### src/rtl/irq_controller.sv
// irq_controller: memory-mapped interrupt controller in front of the CPU irq pin.
// Each raw source passes through a two-flop synchronizer and a rising-edge
// detector. Detected edges latch into PENDING, PENDING is masked by ENABLE,
// and the result drives a registered irq. CAUSE reports the lowest-index
// enabled pending source.
// Optional feature: define IRQ_TIMER_EN to add a 24-bit periodic timer that
// feeds pending bit NUM_SRC directly, without a synchronizer.
// Register map (addr = data_addr[3:2]):
//   0 PENDING (W1C, byte 0), 1 ENABLE (RW, byte 0), 2 CAUSE (RO),
//   3 TIMER (RW [23:0], accepted only when bytes 0..2 are all written).
// This block has no valid/ready handshake: each enabled write is a
// single-cycle bus strobe, and reads are combinational with no side effects.
module irq_controller #(
    parameter int NUM_SRC = 4
) (
    input  logic               clk,
    input  logic               rst,
    input  logic [NUM_SRC-1:0] src,
    input  logic [1:0]         addr,
    input  logic [31:0]        wdata,
    input  logic [3:0]         wenable,
    output logic [31:0]        rdata,
    output logic               irq
);

    localparam logic [1:0] ADDR_PENDING = 2'd0;
    localparam logic [1:0] ADDR_ENABLE  = 2'd1;
    localparam logic [1:0] ADDR_CAUSE   = 2'd2;
    localparam logic [1:0] ADDR_TIMER   = 2'd3;

    // Synchronizer chain (s1 -> s2) and previous-value flop s3.
    logic [NUM_SRC-1:0] s1_q, s2_q, s3_q;
    logic [NUM_SRC-1:0] src_edge;

    logic [7:0] pending_q, pending_d;
    logic [7:0] enable_q, enable_d;
    logic       irq_q, irq_d;

    logic [7:0] set_v;
    logic [7:0] clear_v;
    logic [7:0] valid_mask;
    logic [7:0] hit;
    logic [2:0] cause_idx;
    logic [23:0] timer_rd;
    logic       timer_evt;

    assign src_edge = s2_q & ~s3_q;

`ifdef IRQ_TIMER_EN
    logic [23:0] reload_q, reload_d;
    logic [23:0] count_q, count_d;
    logic        timer_wr;
    logic        unused_bits;

    assign timer_wr    = (addr == ADDR_TIMER) && (&wenable[2:0]);
    assign unused_bits = ^{wdata[31:24], wenable[3]};

    // Timer: load on a full TIMER write, otherwise count down and reload at zero.
    always_comb begin
        reload_d  = reload_q;
        count_d   = count_q;
        timer_evt = 1'b0;
        if (timer_wr) begin
            reload_d = wdata[23:0];
            count_d  = wdata[23:0];
        end else if (reload_q != 24'd0) begin
            if (count_q == 24'd0) begin
                count_d   = reload_q;
                timer_evt = 1'b1;
            end else begin
                count_d = count_q - 24'd1;
            end
        end
    end

    // Timer state registers.
    always_ff @(posedge clk or posedge rst) begin
        if (rst) begin
            reload_q <= 24'd0;
            count_q  <= 24'd0;
        end else begin
            reload_q <= reload_d;
            count_q  <= count_d;
        end
    end

    assign timer_rd = count_q;
`else
    logic unused_bits;

    assign unused_bits = ^{wdata[31:8], wenable[3:1]};
    assign timer_evt   = 1'b0;
    assign timer_rd    = 24'd0;
`endif

    // Next-state for PENDING, ENABLE and irq; a set beats a same-cycle W1C.
    always_comb begin
        set_v      = 8'd0;
        valid_mask = 8'd0;
        for (int i = 0; i < NUM_SRC; i++) begin
            set_v[i]      = src_edge[i];
            valid_mask[i] = 1'b1;
        end
`ifdef IRQ_TIMER_EN
        set_v[NUM_SRC]      = timer_evt;
        valid_mask[NUM_SRC] = 1'b1;
`endif
        clear_v = 8'd0;
        if ((addr == ADDR_PENDING) && wenable[0]) begin
            clear_v = wdata[7:0];
        end
        pending_d = ((pending_q & ~clear_v) | set_v) & valid_mask;
        enable_d  = enable_q;
        if ((addr == ADDR_ENABLE) && wenable[0]) begin
            enable_d = wdata[7:0];
        end
        irq_d = |(pending_d & enable_d);
    end

    // Synchronizers, edge history, PENDING, ENABLE and the irq register.
    always_ff @(posedge clk or posedge rst) begin
        if (rst) begin
            s1_q      <= '0;
            s2_q      <= '0;
            s3_q      <= '0;
            pending_q <= 8'd0;
            enable_q  <= 8'd0;
            irq_q     <= 1'b0;
        end else begin
            s1_q      <= src;
            s2_q      <= s1_q;
            s3_q      <= s2_q;
            pending_q <= pending_d;
            enable_q  <= enable_d;
            irq_q     <= irq_d;
        end
    end

    assign irq = irq_q;

    // Cause: lowest-index enabled pending source (scan high to low, last hit wins).
    always_comb begin
        hit       = pending_q & enable_q;
        cause_idx = 3'd0;
        for (int i = 7; i >= 0; i--) begin
            if (hit[i]) begin
                cause_idx = i[2:0];
            end
        end
    end

    // Read mux: pure function of addr and current register state.
    always_comb begin
        rdata = 32'd0;
        case (addr)
            ADDR_PENDING: rdata = {24'd0, pending_q};
            ADDR_ENABLE:  rdata = {24'd0, enable_q};
            ADDR_CAUSE:   rdata = {|hit, 28'd0, cause_idx};
            ADDR_TIMER:   rdata = {8'd0, timer_rd};
            default:      rdata = 32'd0;
        endcase
    end

endmodule

### config.mk
export PLATFORM = sky130hd
export DESIGN_NAME = irq_controller
export DESIGN_NICKNAME = d
export VERILOG_FILES = /design/src/rtl/irq_controller.sv
export SDC_FILE = /design/constraint.sdc
export NUM_CORES = 1
export LEC_CHECK = 0
export CORE_UTILIZATION = 55
export DETAILED_ROUTE_END_ITERATION = 16
export DONT_BUFFER_PORTS = 1
export PLACE_DENSITY = 0.7
export SLEW_MARGIN = 5
export SYNTH_ARGS = -nofsm -noshare
export SYNTH_HDL_FRONTEND = slang
export SYNTH_SLANG_ARGS = --single-unit
### constraint.sdc
create_clock -name clk -period 3.4 [get_ports clk]
set_clock_uncertainty 0.1 [all_clocks]
set_input_delay 0.68 -clock clk [delete_from_list [all_inputs] [get_ports clk]]
set_output_delay 0.68 -clock clk [all_outputs]
set_load 0.01 [all_outputs]
==> run summary <==
• placed wire-length estimate after detailed placement: 1180 um
• launch instance of the worst register-to-register path: pending_q[2]
• maximum number of pins on one net before global-route repair: 26
• Setup crit end kind: output pin
• Core Rows: 16
• classification of the worst setup path: register to output pin
• placeable core region: 1982 um^2
• Crit Reg-Reg Endpoint: irq
• die footprint: 2327 um^2
• syn_area_per_cell: 11.76 um^2
• transition time at the pin with the least slew margin: 0.8745 ns
• number of global-route vias before repair: 525
• Final Hold Viols: 0
• detailed-route wire length per cell: 11.98 um
• ratio of routed vias to standard cells: 4.907
• Final Net Count: 147
• WL final: 1546 um
• category of the worst setup path launch point: register
• share of the clock period used by the worst path after layout: 66.26%
• setup repair bufs after CTS: 0
• CTS hold repair buffers: 0
• Setup Total Neg Slack: 0 ns
• start point of the critical path: pending_q[1]
• # resized after CTS: 0
• upper clock frequency limit: 443.9 MHz
• post-synthesis cell type count: 23
• ANT nets after route: 0
• Worst Hold Depth: 0
• share of post-route cells with drive strength above 1: 13.73%
• clock network fraction of design power: 22.4%
• post-synthesis instance total: 100
• sw power: 0.0001455 W
• Chip Height: 48.24 um
• Clk Latency, worst-skew pair: 0.30 ns
• # clock sinks: 25
• CTS tree: done
• class of the tightest hold or removal check: register to register
• worst path arrival time: 1.47 ns
• Final Max Slew Viols: 0
• Critical Path Fanout Max: 5
• Slew Limit Headroom: 41.64%
• clock buffers created by TritonCTS: 3
• Yosys Warn Count: 0
• fill count: 163
• final total power: 0.0005550 W
• # Max-Cap Violations: 0
• switching power as a share of total power: 26.21%
• Clock Path Buffers: 2
• DR pass1 iterations: 2
• Sequential Area: 625.6 um^2
• core utilization of the finished layout: 57.26%
• Initial DRC Count: 8
• cell-internal power: 0.0004095 W
• port bufs: 0
• initial core utilization: 59.34%
• CTS HTree Levels: 1
• combined area of the multi-input logic cells: 422.9 um^2
• number of endpoints failing setup at the final stage: 0
• cell leakage power: 0.5559 nW
• proportion of synthesized chip area in sequential cells: 53.19%
• number of antenna violations at the first check in global routing: 0
• overall fraction of global-route tracks in use: 15.07%
• root cell of the clock tree: sky130_fd_sc_hd__clkbuf_4
• number of DRC violations after detailed routing: 0
• Worst VDD drop: 339.2 uV
• Worst setup endpoint: rdata[1]
• Period minus WS final: 2.253 ns
• worst reg2reg path depth: 4
• area added between synthesis and finish: -3.511%
• worst path required time: 2.62 ns
• power density over the cells: 489.0 nW/um^2
• flip-flop and latch count after synthesis: 25
• combinational share of power: 15.4%
• RSZ-0062 raised after global routing: no
• vias after detailed routing: 633
• routability-driven placement congestion ratio: 0.6754
• clock-pin slew reported for the worst setup and hold paths after clock tree synthesis: 0.13 ns
• top-level I/O count: 77
• status: complete, no violations
• netlist area before placement: 1176 um^2
• total overflow reported by the global router: 0
• worst reg2reg setup slack: 1.89 ns
• horizontal die dimension: 48.24 um
• sequential cell fraction of total power: 62.2%
• number of antenna cells inserted: 0
• first-pass GRT wire length: 2235 um
-- cell usage after synthesis --
cell type | number | share of area [%]
sky130_fd_sc_hd__nor2b_1 | 4 | 2.1
sky130_fd_sc_hd__o21ai_0 | 1 | 0.43
sky130_fd_sc_hd__or3b_4 | 1 | 0.96
sky130_fd_sc_hd__a22o_1 | 1 | 0.74
sky130_fd_sc_hd__mux2_2 | 8 | 7.7
sky130_fd_sc_hd__buf_4 | 23 | 15
sky130_fd_sc_hd__a31oi_1 | 2 | 1.1
sky130_fd_sc_hd__o221ai_1 | 2 | 1.5
sky130_fd_sc_hd__inv_1 | 7 | 2.2
sky130_fd_sc_hd__a21bo_2 | 1 | 0.85
sky130_fd_sc_hd__nand2b_1 | 1 | 0.53
sky130_fd_sc_hd__dfrtp_1 | 25 | 53
sky130_fd_sc_hd__nand3b_2 | 1 | 0.96
sky130_fd_sc_hd__nand2_1 | 6 | 1.9
sky130_fd_sc_hd__o22ai_1 | 1 | 0.53
sky130_fd_sc_hd__nor2_1 | 2 | 0.64
sky130_fd_sc_hd__a32o_1 | 1 | 0.85
sky130_fd_sc_hd__conb_1 | 1 | 0.32
sky130_fd_sc_hd__a22oi_1 | 1 | 0.64
sky130_fd_sc_hd__buf_6 | 1 | 0.96
sky130_fd_sc_hd__mux2i_1 | 3 | 2.6
sky130_fd_sc_hd__and2_1 | 4 | 2.1
sky130_fd_sc_hd__a221o_1 | 3 | 2.6
-- layout by cell type (no fill, tap or decap), drive strengths merged --
master,synthesis,layout
a21bo,1,1
a221o,3,3
a22o,1,1
a22oi,1,1
a31oi,2,2
a32o,1,1
and2,4,4
clkbuf,0,4
conb,1,23
dfrtp,25,25
inv,7,7
mux2,8,8
mux2i,3,3
nand2,6,6
nand2b,1,1
nand3b,1,1
nor2,2,2
nor2b,4,4
o21ai,1,1
o221ai,2,2
o22ai,1,1
or3b,1,1
-- state kept, by name, indices dropped and copies added (netlist names) --
name,flops
enable_q,8
irq,1
pending_q,4
s1_q,4
s2_q,4
s3_q,4
-- logic make-up after synthesis --
family | share of synthesized area (%)
AND/OR/NAND/NOR | 9.255
AO/OA/AOI/OAI | 9.150
buffers and inverters | 17.87
other | 0.3188
flip-flops | 53.19
multiplexers | 10.21
-- how the worst min path moves through the flow --
stage	from	end	slack [ns]
2_1_floorplan	s1_q[0]	s2_q[0]	0.23
3_3_place_gp	s1_q[3]	s2_q[3]	0.23
3_5_place_dp	s1_q[0]	s2_q[0]	0.24
4_1_cts	s1_q[0]	s2_q[0]	0.26
5_1_grt	src[0]	s1_q[0]	0.25
6_report	s1_q[0]	s2_q[0]	0.26
-- final cells by class --
class,count,area share [%]
sequential,25,55.13
multi-input combinational,66,37.27
tap,27,2.977
clock buffer,4,2.315
inverter,7,2.315
-- metrics by stage --
stage	worst slack, ns	hold slack, ns	area, um^2	instances
floorplan	1.253	0.2312	1259	122
global placement	1.280	0.2333	1109	125
detailed placement	1.268	0.2364	1109	125
CTS	1.140	0.2640	1135	129
global route	1.035	0.2485	1135	129
finish	1.147	0.2609	1135	129
-- layer usage --
layer | part of all wire [%] | vias to the layer above | track usage, %
met5 | 0 | - | 0
met2 | 48 | 32 | 21.33
met4 | 1.4 | 0 | 13.89
li1 | - | 297 | -
met3 | 6.5 | 2 | 4.074
met1 | 44 | 302 | 18.66
-- critical path, stage by stage (launching register included) --
cell and delay [ns]:
sky130_fd_sc_hd__dfrtp_1 0.45, sky130_fd_sc_hd__a22oi_1 0.21, sky130_fd_sc_hd__a21bo_2 0.25, sky130_fd_sc_hd__o22ai_1 0.25
-- power by group through the flow --
| stage | combinational (W) | clock [W] | sequential, W |
|---|---|---|---|
| floorplan | 0.0000983 | 0 | 0.000346 |
| global placement | 0.0000837 | 0 | 0.000349 |
| detailed placement | 0.0000866 | 0 | 0.000351 |
| CTS | 0.0000866 | 0.000128 | 0.000345 |
| global route | 0.0000989 | 0.000143 | 0.000350 |
| finish | 0.0000853 | 0.000125 | 0.000345 |
Power figures use the tool's default switching activity.
